**src/rtl/data_memory_arbiter_if.sv**
```systemverilog
// Requester / memory bundle for data_memory_arbiter. The statistics outputs exist
// only when ARB_STATS_EN is defined.
interface data_memory_arbiter_if #(
  parameter int WIDTH = 32,
  parameter int CNT_W = 16
);
  logic             Arbiter_REQ0, Arbiter_REQ1;
  logic             Arbiter_WE0, Arbiter_WE1;
  logic [WIDTH-1:0] Arbiter_A0, Arbiter_A1;
  logic [WIDTH-1:0] Arbiter_WD0, Arbiter_WD1;
  logic             Arbiter_GNT0, Arbiter_GNT1;
  logic [WIDTH-1:0] Arbiter_RD0, Arbiter_RD1;
  logic             Arbiter_RVALID0, Arbiter_RVALID1;
  logic [WIDTH-1:0] Mem_A;
  logic [WIDTH-1:0] Mem_WD;
  logic             Mem_WE;
  logic [WIDTH-1:0] Mem_RD;
`ifdef ARB_STATS_EN
  logic [CNT_W-1:0] Arbiter_GCNT0, Arbiter_GCNT1, Arbiter_CONFLICT;
`endif

  // Arbiter side
  modport slave (
    input  Arbiter_REQ0, Arbiter_REQ1, Arbiter_WE0, Arbiter_WE1,
    input  Arbiter_A0, Arbiter_A1, Arbiter_WD0, Arbiter_WD1,
    output Arbiter_GNT0, Arbiter_GNT1, Arbiter_RD0, Arbiter_RD1,
    output Arbiter_RVALID0, Arbiter_RVALID1,
    output Mem_A, Mem_WD, Mem_WE,
    input  Mem_RD
`ifdef ARB_STATS_EN
    , output Arbiter_GCNT0, Arbiter_GCNT1, Arbiter_CONFLICT
`endif
  );

  // Requesters plus memory side
  modport master (
    output Arbiter_REQ0, Arbiter_REQ1, Arbiter_WE0, Arbiter_WE1,
    output Arbiter_A0, Arbiter_A1, Arbiter_WD0, Arbiter_WD1,
    input  Arbiter_GNT0, Arbiter_GNT1, Arbiter_RD0, Arbiter_RD1,
    input  Arbiter_RVALID0, Arbiter_RVALID1,
    input  Mem_A, Mem_WD, Mem_WE,
    output Mem_RD
`ifdef ARB_STATS_EN
    , input Arbiter_GCNT0, Arbiter_GCNT1, Arbiter_CONFLICT
`endif
  );
endinterface

```
**src/rtl/data_memory_arbiter.sv**
```systemverilog
// Burst-limited round-robin arbiter sharing one single-port data memory between the
// core (port 0) and the DMA/debug loader (port 1). Define ARB_STATS_EN for grant/conflict counters.
module data_memory_arbiter #(
  parameter int WIDTH     = 32,
  parameter int BURST_MAX = 4,
  parameter int CNT_W     = 16
) (
  input  logic                 Arbiter_CLK,
  input  logic                 Arbiter_RST,
  data_memory_arbiter_if.slave bus
);
  localparam int             BW   = $clog2(BURST_MAX + 1);
  localparam logic [BW-1:0]  BMAX = BW'(BURST_MAX);

  typedef enum logic [1:0] {IDLE, OWN0, OWN1} state_t;

  state_t           state_q;
  logic [BW-1:0]    burst_q, burst_d;
  logic             last_q;            // 1 = port 1 owned last
  logic [WIDTH-1:0] rd0_q, rd1_q;
  logic             rvalid0_q, rvalid1_q;

  logic both, pick1, gnt0, gnt1, same_owner;

  always_comb begin
    both  = bus.Arbiter_REQ0 & bus.Arbiter_REQ1;
    pick1 = bus.Arbiter_REQ1;
    if (both) begin
      case (state_q)
        OWN0:    pick1 = (burst_q >= BMAX);
        OWN1:    pick1 = (burst_q < BMAX);
        default: pick1 = ~last_q;
      endcase
    end
    gnt0 = ~Arbiter_RST & bus.Arbiter_REQ0 & ~pick1;
    gnt1 = ~Arbiter_RST & bus.Arbiter_REQ1 & pick1;

    same_owner = ((state_q == OWN0) & gnt0) | ((state_q == OWN1) & gnt1);
    burst_d    = BW'(1);
    if (same_owner)
      burst_d = (burst_q == BMAX) ? BMAX : burst_q + BW'(1);
  end

  assign bus.Arbiter_GNT0    = gnt0;
  assign bus.Arbiter_GNT1    = gnt1;
  assign bus.Mem_A           = gnt1 ? bus.Arbiter_A1  : bus.Arbiter_A0;
  assign bus.Mem_WD          = gnt1 ? bus.Arbiter_WD1 : bus.Arbiter_WD0;
  assign bus.Mem_WE          = (gnt0 & bus.Arbiter_WE0) | (gnt1 & bus.Arbiter_WE1);
  assign bus.Arbiter_RD0     = rd0_q;
  assign bus.Arbiter_RD1     = rd1_q;
  assign bus.Arbiter_RVALID0 = rvalid0_q;
  assign bus.Arbiter_RVALID1 = rvalid1_q;

`ifdef ARB_STATS_EN
  logic [CNT_W-1:0] gcnt0_q, gcnt1_q, conflict_q;
  assign bus.Arbiter_GCNT0    = gcnt0_q;
  assign bus.Arbiter_GCNT1    = gcnt1_q;
  assign bus.Arbiter_CONFLICT = conflict_q;
`endif

  always_ff @(posedge Arbiter_CLK or posedge Arbiter_RST) begin
    if (Arbiter_RST) begin
      state_q   <= IDLE;
      burst_q   <= '0;
      last_q    <= 1'b1;
      rd0_q     <= '0;
      rd1_q     <= '0;
      rvalid0_q <= 1'b0;
      rvalid1_q <= 1'b0;
`ifdef ARB_STATS_EN
      gcnt0_q    <= '0;
      gcnt1_q    <= '0;
      conflict_q <= '0;
`endif
    end else begin
      rvalid0_q <= gnt0 & ~bus.Arbiter_WE0;
      rvalid1_q <= gnt1 & ~bus.Arbiter_WE1;
      if (gnt0 & ~bus.Arbiter_WE0) rd0_q <= bus.Mem_RD;
      if (gnt1 & ~bus.Arbiter_WE1) rd1_q <= bus.Mem_RD;

      if (gnt0 | gnt1) begin
        state_q <= gnt1 ? OWN1 : OWN0;
        last_q  <= gnt1;
        burst_q <= burst_d;
      end else begin
        state_q <= IDLE;
        burst_q <= '0;
      end
`ifdef ARB_STATS_EN
      gcnt0_q    <= gcnt0_q + CNT_W'(gnt0);
      gcnt1_q    <= gcnt1_q + CNT_W'(gnt1);
      conflict_q <= conflict_q + CNT_W'(both);
`endif
    end
  end
endmodule
```
**src/flat_wrapper.sv**
```systemverilog
// flat-port wrapper written by rule: the top's interface ports become plain ports
module data_memory_arbiter_flat 
#(
  parameter int WIDTH     = 32,
  parameter int BURST_MAX = 4,
  parameter int CNT_W     = 16
)
  (Arbiter_CLK, Arbiter_RST, bus_Arbiter_REQ0, bus_Arbiter_REQ1, bus_Arbiter_WE0, bus_Arbiter_WE1, bus_Arbiter_A0, bus_Arbiter_A1, bus_Arbiter_WD0, bus_Arbiter_WD1, bus_Arbiter_GNT0, bus_Arbiter_GNT1, bus_Arbiter_RD0, bus_Arbiter_RD1, bus_Arbiter_RVALID0, bus_Arbiter_RVALID1, bus_Mem_A, bus_Mem_WD, bus_Mem_WE, bus_Mem_RD);
  data_memory_arbiter_if #(.WIDTH(WIDTH), .CNT_W(CNT_W)) bus_i ();
  input  logic Arbiter_CLK;
  input  logic Arbiter_RST;
  input wire logic [$bits(bus_i.Arbiter_REQ0)-1:0] bus_Arbiter_REQ0;
  input wire logic [$bits(bus_i.Arbiter_REQ1)-1:0] bus_Arbiter_REQ1;
  input wire logic [$bits(bus_i.Arbiter_WE0)-1:0] bus_Arbiter_WE0;
  input wire logic [$bits(bus_i.Arbiter_WE1)-1:0] bus_Arbiter_WE1;
  input wire logic [$bits(bus_i.Arbiter_A0)-1:0] bus_Arbiter_A0;
  input wire logic [$bits(bus_i.Arbiter_A1)-1:0] bus_Arbiter_A1;
  input wire logic [$bits(bus_i.Arbiter_WD0)-1:0] bus_Arbiter_WD0;
  input wire logic [$bits(bus_i.Arbiter_WD1)-1:0] bus_Arbiter_WD1;
  output wire logic [$bits(bus_i.Arbiter_GNT0)-1:0] bus_Arbiter_GNT0;
  output wire logic [$bits(bus_i.Arbiter_GNT1)-1:0] bus_Arbiter_GNT1;
  output wire logic [$bits(bus_i.Arbiter_RD0)-1:0] bus_Arbiter_RD0;
  output wire logic [$bits(bus_i.Arbiter_RD1)-1:0] bus_Arbiter_RD1;
  output wire logic [$bits(bus_i.Arbiter_RVALID0)-1:0] bus_Arbiter_RVALID0;
  output wire logic [$bits(bus_i.Arbiter_RVALID1)-1:0] bus_Arbiter_RVALID1;
  output wire logic [$bits(bus_i.Mem_A)-1:0] bus_Mem_A;
  output wire logic [$bits(bus_i.Mem_WD)-1:0] bus_Mem_WD;
  output wire logic [$bits(bus_i.Mem_WE)-1:0] bus_Mem_WE;
  input wire logic [$bits(bus_i.Mem_RD)-1:0] bus_Mem_RD;
  assign bus_i.Arbiter_REQ0 = bus_Arbiter_REQ0;
  assign bus_i.Arbiter_REQ1 = bus_Arbiter_REQ1;
  assign bus_i.Arbiter_WE0 = bus_Arbiter_WE0;
  assign bus_i.Arbiter_WE1 = bus_Arbiter_WE1;
  assign bus_i.Arbiter_A0 = bus_Arbiter_A0;
  assign bus_i.Arbiter_A1 = bus_Arbiter_A1;
  assign bus_i.Arbiter_WD0 = bus_Arbiter_WD0;
  assign bus_i.Arbiter_WD1 = bus_Arbiter_WD1;
  assign bus_Arbiter_GNT0 = bus_i.Arbiter_GNT0;
  assign bus_Arbiter_GNT1 = bus_i.Arbiter_GNT1;
  assign bus_Arbiter_RD0 = bus_i.Arbiter_RD0;
  assign bus_Arbiter_RD1 = bus_i.Arbiter_RD1;
  assign bus_Arbiter_RVALID0 = bus_i.Arbiter_RVALID0;
  assign bus_Arbiter_RVALID1 = bus_i.Arbiter_RVALID1;
  assign bus_Mem_A = bus_i.Mem_A;
  assign bus_Mem_WD = bus_i.Mem_WD;
  assign bus_Mem_WE = bus_i.Mem_WE;
  assign bus_i.Mem_RD = bus_Mem_RD;
  data_memory_arbiter #(.WIDTH(WIDTH), .BURST_MAX(BURST_MAX), .CNT_W(CNT_W)) u_core (.Arbiter_CLK(Arbiter_CLK), .Arbiter_RST(Arbiter_RST), .bus(bus_i));
endmodule
```
**config.mk**
```make
export PLATFORM = sky130hd
export DESIGN_NAME = data_memory_arbiter_flat
export DESIGN_NICKNAME = d
export VERILOG_FILES = /design/src/rtl/data_memory_arbiter_if.sv /design/src/rtl/data_memory_arbiter.sv /design/src/flat_wrapper.sv
export SDC_FILE = /design/constraint.sdc
export NUM_CORES = 1
export LEC_CHECK = 0
export CAP_MARGIN = 10
export CORE_MARGIN = 4
export CORE_UTILIZATION = 31
export DETAILED_ROUTE_END_ITERATION = 7
export GPL_TIMING_DRIVEN = 1
export PLACE_DENSITY_LB_ADDON = 0.2
export SLEW_MARGIN = 20
export SYNTH_ARGS = -nofsm -noshare
export SYNTH_HDL_FRONTEND = slang
export SYNTH_SLANG_ARGS = --single-unit
```
**constraint.sdc**
```tcl
create_clock -name Arbiter_CLK -period 4.3 [get_ports Arbiter_CLK]
set_clock_uncertainty 0.2 [all_clocks]
set_input_delay 0.86 -clock Arbiter_CLK [delete_from_list [all_inputs] [get_ports Arbiter_CLK]]
set_output_delay 0.86 -clock Arbiter_CLK [all_outputs]
set_load 0.01 [all_outputs]
```
# Yosys cells after proc, flatten, opt, wreduce, memory -nomap -nowiden
# Cells that the tools add are included.
[word_totals]
out_inout_bits = 133
latch_bits = 0
input_bits = 166
n_memories = 0
reg_bits = 72
elab_cells = 41
mem_bits_ro = 0
mem_bits_rw = 0
[classes]
muxes = 9
div = 0
multipliers = 0
shifts = 0
n_eq_ne = 3
bitwise_logic = 19
n_reduce_logical = 0
n_lt_le_gt_ge = 2
addsub = 1
[ops]
columns = ["op", "count"]
rows = [
  ["32-bit 2-to-1 mux", 2],
  ["1-bit bitwise AND", 11],
  ["3-bit 2-to-1 mux", 3],
  ["1-bit NOT", 5],
  ["2-bit 2-to-1 mux", 2],
  ["3-bit by 1-bit adder with 3-bit output, second input constant", 1],
  ["3-bit equality test, second input constant", 1],
  ["3-bit >= comparator, second input constant", 1],
  ["3-bit < comparator, second input constant", 1],
  ["1-bit OR", 3],
  ["2-bit by 1-bit equality test with 1-bit output, second input constant", 1],
  ["2-bit equality test, second input constant", 1],
  ["1-bit case mux with 2 select lines", 1],
  ["1-bit 2-to-1 mux", 1],
]

# Depth between registers and ports, before layout
# Gate-level depths: netlist of run 1.
[depth]
ltp_word = 9
depth_mapped = 8
ltp_nobuf = 7

# Worst setup path after synthesis of run 1
# No wires, ideal clock.
[synth_timing]
path_type = "in2out"
startpoint = "in Arbiter_RST"
endpoint = "out bus_Mem_A[0]"
path_slack_ns = -0.250
cell_stages = 5
arrival_time_ns = 3.490
t_required_ns = 3.240
path_buffers = 2
cell_sequence = "inv_1 o2111a_2 buf_6 buf_6 mux2_4"
[synth_via]
elab_chain_cells = 4
[synth_lines]
columns = ["element", "line", "text"]
rows = [
  ["start: declaration", "flat_wrapper.sv:11", "input logic Arbiter_RST;"],
  ["1-bit NOT", "data_memory_arbiter.sv:36", "gnt1 = ~Arbiter_RST & bus.Arbiter_REQ1 & pick1;"],
  ["1-bit bitwise AND (2 in series)", "data_memory_arbiter.sv:36", ""],
  ["32-bit 2-to-1 mux", "data_memory_arbiter.sv:46", "assign bus.Mem_A = gnt1 ? bus.Arbiter_A1 : bus.Arbiter_A0;"],
  ["end: declaration", "flat_wrapper.sv:26", "output wire logic [$bits(bus_i.Mem_A)-1:0] bus_Mem_A;"],
]
# No other way between the ends.

# Worst setup path after layout of run 1
[layout_timing]
startpoint = "in bus_Arbiter_REQ0"
endpoint = "out bus_Mem_A[19]"
[layout_via]
elab_chain_cells = 4
[layout_lines]
columns = ["element", "line", "text"]
rows = [
  ["start: declaration", "flat_wrapper.sv:12", "input wire logic [$bits(bus_i.Arbiter_REQ0)-1:0] bus_Arbiter_REQ0;"],
  ["1-bit bitwise AND", "data_memory_arbiter.sv:26", "both = bus.Arbiter_REQ0 & bus.Arbiter_REQ1;"],
  ["1-bit 2-to-1 mux", "data_memory_arbiter.sv:28", "if (both) begin"],
  ["1-bit bitwise AND", "data_memory_arbiter.sv:36", ""],
  ["32-bit 2-to-1 mux", "data_memory_arbiter.sv:46", ""],
]
# No other way between the ends.

==> results of run 1 <==
## routing by layer
layer | wire length (µm) | GRT usage, % | share of wire (%) | vias up
li1 | - | - | - | 1521
met5 | 0 | 0 | 0 | -
met2 | 6636 | 31.11 | 51 | 140
met3 | 1065 | 6.645 | 8.2 | 10
met1 | 5125 | 20.94 | 40 | 1572
met4 | 133 | 4.438 | 1.0 | 0
## where the power goes
| part | switching [W] | internal, W | total, W |
|---|---|---|---|
| combinational | 0.000375 | 0.000781 | 0.00116 |
| clock | 0.000275 | 0.000466 | 0.000741 |
| sequential | 0.0000936 | 0.000855 | 0.000948 |
## flip-flops by register name, indices dropped and copies added (netlist names)
| signal | flops |
|---|---|
| u_core.bus.Arbiter_RD0 | 32 |
| u_core.bus.Arbiter_RD1 | 32 |
| u_core.burst_q | 3 |
| u_core.state_q | 2 |
| u_core.bus.Arbiter_RVALID0 | 1 |
| u_core.bus.Arbiter_RVALID1 | 1 |
| u_core.last_q | 1 |
## cells in the mapped netlist (2+ instances only)
cell / n
sky130_fd_sc_hd__buf_4: 2
sky130_fd_sc_hd__dfrtp_1: 71
sky130_fd_sc_hd__nor3_1: 2
sky130_fd_sc_hd__nor2b_1: 2
sky130_fd_sc_hd__buf_6: 8
sky130_fd_sc_hd__mux2_2: 69
sky130_fd_sc_hd__inv_1: 7
sky130_fd_sc_hd__buf_2: 4
sky130_fd_sc_hd__nand2_1: 4
sky130_fd_sc_hd__mux2_4: 60
sky130_fd_sc_hd__nand2b_1: 3
sky130_fd_sc_hd__ha_1: 4
## layout make-up
| class | count | area share (%) |
|---|---|---|
| inverters | 7 | 0.4066 |
| well taps | 168 | 2.846 |
| repair buffers | 313 | 42.43 |
| multi-input cells | 158 | 25.75 |
| clock buffers | 10 | 3.236 |
| clock inverters | 6 | 0.9149 |
| flip-flops and latches | 72 | 24.42 |
## worst max path at each step
stage	cells after the start	end
6_report	6	bus_Mem_A[19]
5_1_grt	6	bus_Mem_A[23]
4_1_cts	6	bus_Mem_A[19]
3_5_place_dp	6	bus_Mem_A[19]
3_3_place_gp	6	bus_Mem_A[23]
2_1_floorplan	5	bus_Mem_A[0]
## stage by stage
stage                     instances  cell area, µm²  power, W  hold slack, ps
after detailed placement        718            7078  0.002126           291.5
after floorplan                 251            3857  0.001424           301.0
final                           734            7385  0.002845           301.2
after CTS                       734            7385  0.002892           305.8
after global routing            734            7385  0.002990           325.1
after global placement          718            7078  0.002108           288.5
## logic make-up (layout without fill, tap and decap cells)
group | Yosys count | count (layout)
AO/OA/AOI/OAI | 10 | 10
multiplexers | 130 | 130
adder cells (fa/ha/maj) | 4 | 4
buffers and inverters | 21 | 336
flip-flops | 72 | 72
AND/OR/NAND/NOR | 14 | 14
==> flow_summary_export.csv, run 1 <==
group,metric,value,unit
pwr,leakage,3.142,nW
routing,drc,0,
yosys,synth_simple_gate_area_share,1.883,%
yosys,synth_flop_cell,"sky130_fd_sc_hd__dfrtp_1",
layout,area_delta_synth_final,91.62,%
layout,layout_commonest_cell,"sky130_fd_sc_hd__clkdlybuf4s50_1",
worst_setup_path,r2r-end,"u_core.bus.Arbiter_RD1[31]",
global_routing,grt_use_total,17.90,%
yosys,synth_area_leaders,"sky130_fd_sc_hd__dfrtp_1 (46%), sky130_fd_sc_hd__mux2_4 (23%), sky130_fd_sc_hd__mux2_2 (20%)",
pwr,power.density,385.3,mW/mm²
yosys,syn_nets,421,
yosys,synth-warning-count,0,
yosys,netlist.area_leader.share,46.10,%
routing,first_iter_violations,144,
worst_setup_path,critPathRequiredTime,3240,ps
worst_setup_path,worstPathBufferInverterCount,3,
worst_setup_path,critPathMostFrequentCell,"sky130_fd_sc_hd__clkdlybuf4s50_1",
clock_tree,cts_max_level,3,
timing,timing.slew.headroom,39.14,%
worst_setup_path,setup.worst_path.start,"bus_Arbiter_REQ0",
placed_design,detailed_placer_s_ending_hpwl,10580,µm
worst_setup_path,worst_path_dominant_cell_family,"buffers and inverters",
yosys,synth_adder_area_share,1.299,%
global_routing,global_route.overflow_total,0,
timing,max_freq,243.0,MHz
global_routing,grt_first_pass_wirelength,19990,µm
clock_tree,clkSlewWorstSetupHoldPaths,50,ps
clock_tree,cts-resized-gates,0,
floorplanning,die_w,119.5,µm
routing,drt-vias-per-instance,4.418,
clock_tree,tritoncts,"done",
worst_setup_path,timing.rr.start,"u_core.state_q[0]",
worst_setup_path,worst_r2r_path_depth,8,
floorplanning,die_area,0.01428,mm²
worst_hold_path,whs_endpoint,"u_core.bus.Arbiter_RD0[3]",
routing,postRouteAntennaNets,0,
worst_setup_path,crit_arrival,3060,ps
placed_design,gpl.final_weighted_congestion,0.8802,
layout,n_antenna_cell,0,
worst_setup_path,largest_driver_fanout_on_the_critical_path,14,
routing,wirelength,12960,µm
clock_tree,clock-sinks,72,
yosys,netlist_instances,251,
floorplanning,std_cell_rows,40,
yosys,synthXorXnorAreaFrac,0,%
run,drv.max_cap_violation_count,0,
yosys,synth.largest_area_cell,"sky130_fd_sc_hd__dfrtp_1",
floorplanning,initial_utilization,31.82,%
clock_tree,post_cts_hold_buffer_count,0,
worst_hold_path,min-delay-path-class,"register to register",
layout,fin_util,60.97,%
yosys,post_synth_num_cell_types,27,
worst_setup_path,crit_path_start_kind,"input port",
timing,period_share,95.71,%
routing,avgRoutedWirePerCell,17.66,µm
worst_setup_path,r2r_setup_slack,1440,ps
clock_tree,clock_latency,320,ps
timing,final.setup.tns,0,ps
yosys,synth-compound-area-share,2.305,%
placed_design,place_worst_setup_slack,157.0,ps
floorplanning,die_y,119.5,µm
yosys,synth_sequential_area_ratio,46.79,%
worst_setup_path,worst_path_max_delay_cell,"sky130_fd_sc_hd__clkdlybuf4s50_1",
worst_setup_path,crit_path_cell_trace,"clkdlybuf4s50_1 > nand3_1 > o2111a_2 > buf_4 > mux2_2 > clkdlybuf4s50_1",
layout,filler_cell_count,995,
timing,period_minus_slack,4116,ps
global_routing,largest_net_degree_at_the_start_of_global_routing,74,
layout,multi_input_area,0.001902,mm²
routing,num_vias,3243,
layout,final_nets,731,
yosys,syn-mean-instance-area,15.35,µm²
layout,layout.area.seq,0.001803,mm²
timing,drv_slew,0,
pwr,worst_ir_drop_vdd,0.2588,mV
yosys,syn-cell-area,0.003854,mm²
clock_tree,post-cts-setup-buffers,0,
worst_setup_path,cp-end-kind,"output pin",
clock_tree,ctsLongestPathBuffers,2,
yosys,synth_enable_flop_cells,0,
timing,worst_pin_slew,912.9,ps
routing,detailedRoute.firstPassIterationCount,4,
outcome,outcome,"completed",
timing,timing_hold_violations_final,0,
worst_hold_path,hp-start,"u_core.bus.Arbiter_RD0[3]",
timing,finalSetupViolCount,0,
clock_tree,tritoncts.num_buffers,9,
yosys,synth_top_family_by_area,"multiplexers",
timing,grt_setup_unrepaired,"no",
global_routing,number_of_global_route_vias_before_repair,3609,
yosys,share_of_synthesized_flip_flops_with_an_asynchronous_set_or_reset,100.0,%
clock_tree,cts-root-buf,"sky130_fd_sc_hd__clkbuf_16",
worst_setup_path,stage_delay_of_the_slowest_cell_on_the_critical_path,490,ps
placed_design,place.port_buffers,298,
layout,layout.cells.most_common_list,"sky130_fd_sc_hd__clkdlybuf4s50_1 (298), sky130_fd_sc_hd__dfrtp_1 (71), sky130_fd_sc_hd__mux2_2 (69)",
timing,final.setup.worst_slack,184.4,ps
yosys,yosys-mux-area-fraction,43.80,%
worst_setup_path,timing_worst_setup_path_type,"input port to output pin",
floorplanning,pin_count,299,
worst_hold_path,hold_path_depth,1,
yosys,yosys_register_bits,72,
floorplanning,core_area,0.01211,mm²
global_routing,grt_antenna_before_repair,0,
layout,final_layout_size_suffix_gt1_share,29.33,%
Note: power is estimated with default switching activity, not from simulation.
==> run 2: changes to the inputs <==
--- a/config.mk
+++ b/config.mk
@@ -6,9 +6,9 @@
 export NUM_CORES = 1
 export LEC_CHECK = 0
 export CAP_MARGIN = 10
-export CORE_MARGIN = 4
-export CORE_UTILIZATION = 31
+export CORE_AREA = 4 4 115 117
 export DETAILED_ROUTE_END_ITERATION = 7
+export DIE_AREA = 0 0 119 121
 export GPL_TIMING_DRIVEN = 1
 export PLACE_DENSITY_LB_ADDON = 0.2
 export SLEW_MARGIN = 20
==> constraint.sdc (replaced) <==
create_clock -name Arbiter_CLK -period 4 [get_ports Arbiter_CLK]
set_clock_uncertainty 0.2 [all_clocks]
set_input_delay 0.8 -clock Arbiter_CLK [delete_from_list [all_inputs] [get_ports Arbiter_CLK]]
set_output_delay 0.8 -clock Arbiter_CLK [all_outputs]
set_load 0.01 [all_outputs]
==> flow_summary_export.csv, run 2 (synthesized netlist as in run 1, its figures left out) <==
group,metric,value,unit
timing,final.setup.tns,0,ps
pwr,leakage,3.116,nW
pwr,worst_ir_drop_vdd,0.1929,mV
routing,num_vias,3263,
floorplanning,std_cell_rows,41,
layout,final_cell_area,0.007347,mm²
routing,drc,0,
floorplanning,die_area,0.01440,mm²
timing,final.setup.worst_slack,162.5,ps
floorplanning,die_w,119,µm
global_routing,grt_first_pass_wirelength,19740,µm
clock_tree,post-cts-setup-buffers,0,
timing,timing_hold_violations_final,0,
pwr,power.density,407.9,mW/mm²
layout,n_antenna_cell,0,
floorplanning,initial_utilization,31.17,%
layout,final_nets,727,
worst_setup_path,r2r_setup_slack,1170,ps
clock_tree,cts-root-buf,"sky130_fd_sc_hd__clkbuf_16",
placed_design,place_worst_setup_slack,137.4,ps
placed_design,place.port_buffers,298,
timing,grt_setup_unrepaired,"no",
routing,drt-vias-per-instance,4.446,
run,drv.max_cap_violation_count,0,
clock_tree,clkSlewWorstSetupHoldPaths,60,ps
layout,layout_commonest_cell,"sky130_fd_sc_hd__clkdlybuf4s50_1",
clock_tree,post_cts_hold_buffer_count,0,
routing,first_iter_violations,130,
timing,worst_pin_slew,915.1,ps
layout,area_delta_synth_final,90.65,%
clock_tree,tritoncts.num_buffers,9,
clock_tree,tritoncts,"done",
placed_design,detailed_placer_s_ending_hpwl,10770,µm
global_routing,global_route.overflow_total,0,
clock_tree,ctsLongestPathBuffers,2,
worst_setup_path,crit_path_start_kind,"input port",
timing,max_freq,260.6,MHz
global_routing,largest_net_degree_at_the_start_of_global_routing,74,
floorplanning,die_y,121,µm
routing,wirelength,13050,µm
routing,detailedRoute.firstPassIterationCount,4,
floorplanning,core_area,0.01236,mm²
layout,filler_cell_count,1047,
routing,postRouteAntennaNets,0,
routing,avgRoutedWirePerCell,17.77,µm
timing,drv_slew,0,
timing,finalSetupViolCount,0,
floorplanning,pin_count,299,
global_routing,grt_antenna_before_repair,0,
worst_hold_path,hold_path_depth,1,
timing,timing.slew.headroom,38.99,%
layout,layout.cells.most_common_list,"sky130_fd_sc_hd__clkdlybuf4s50_1 (298), sky130_fd_sc_hd__dfrtp_1 (71), sky130_fd_sc_hd__mux2_2 (69)",
clock_tree,cts-resized-gates,0,
placed_design,post_dp_cell_area,0.007066,mm²
layout,final_layout_size_suffix_gt1_share,28.65,%
worst_hold_path,min-delay-path-class,"register to register",
placed_design,gpl.final_weighted_congestion,0.7927,
outcome,outcome,"completed",
worst_setup_path,critPathRequiredTime,3000,ps
timing,period_share,95.94,%
global_routing,number_of_global_route_vias_before_repair,3637,
worst_setup_path,worst_r2r_path_depth,8,
global_routing,grt_use_total,17.57,%
clock_tree,clock-sinks,72,
clock_tree,clock_latency,320,ps
worst_setup_path,timing_worst_setup_path_type,"input port to output pin",
worst_setup_path,largest_driver_fanout_on_the_critical_path,9,
worst_setup_path,cp-end-kind,"output pin",
clock_tree,cts_max_level,3,
worst_setup_path,crit_arrival,2840,ps
timing,period_minus_slack,3838,ps
==> run 2: worst max-delay path, cell delays in order <==
cell	delay [ps]
sky130_fd_sc_hd__clkdlybuf4s50_1	440
sky130_fd_sc_hd__nand3_1	130
sky130_fd_sc_hd__o2111a_2	380
sky130_fd_sc_hd__buf_4	280
sky130_fd_sc_hd__mux2_4	320
sky130_fd_sc_hd__clkdlybuf4s50_1	480
==> run 2: routing by layer <==
layer | vias up | GRT usage [%] | wire (µm)
met5 | - | 0 | 0
met4 | 0 | 3.476 | 134
met3 | 12 | 5.455 | 903
met2 | 137 | 32.21 | 6939
met1 | 1593 | 20.17 | 5067
li1 | 1521 | - | -
==> run 2: layout make-up <==
cell class / count / area [µm²] / area share (%)
clock buffers: 11 / 242.7 / 3.304
flip-flops and latches: 72 / 1803 / 24.54
clock inverters: 5 / 38.79 / 0.5279
well taps: 172 / 215.2 / 2.929
multi-input cells: 158 / 1902 / 25.89
inverters: 7 / 30.03 / 0.4087
repair buffers: 309 / 3115 / 42.40
==> run 2: report_power, final <==
part           internal, W  switching [W]  total [W]
registers         0.000919      0.0000998    0.00102
logic             0.000836       0.000405    0.00124
clock network     0.000441       0.000297   0.000737
==> run 2: through the flow <==
stage	cells	utilization, %	hold slack [ps]	power [W]
6_report	734	59.43	304.3	0.002997
5_1_grt	734	59.43	318.5	0.003150
4_1_cts	734	59.43	305.7	0.003041
3_5_place_dp	718	57.15	293.4	0.002283
3_3_place_gp	718	57.15	289.2	0.002261
2_1_floorplan	251	-	301.0	0.001531
==> run 2: path summary, 6_finish.rpt <==
| path | startpoint | end |
|---|---|---|
| setup / recovery | bus_Arbiter_REQ0 | bus_Mem_WD[23] |
| hold / removal | u_core.bus.Arbiter_RD1[11] | u_core.bus.Arbiter_RD1[11] |
| setup reg to reg | u_core.state_q[0] | u_core.bus.Arbiter_RD1[21] |
| hold reg to reg | u_core.bus.Arbiter_RD1[11] | u_core.bus.Arbiter_RD1[11] |
| max in group asynchronous | Arbiter_RST | u_core.bus.Arbiter_RVALID1 |
| min in group asynchronous | Arbiter_RST | u_core.burst_q[0] |
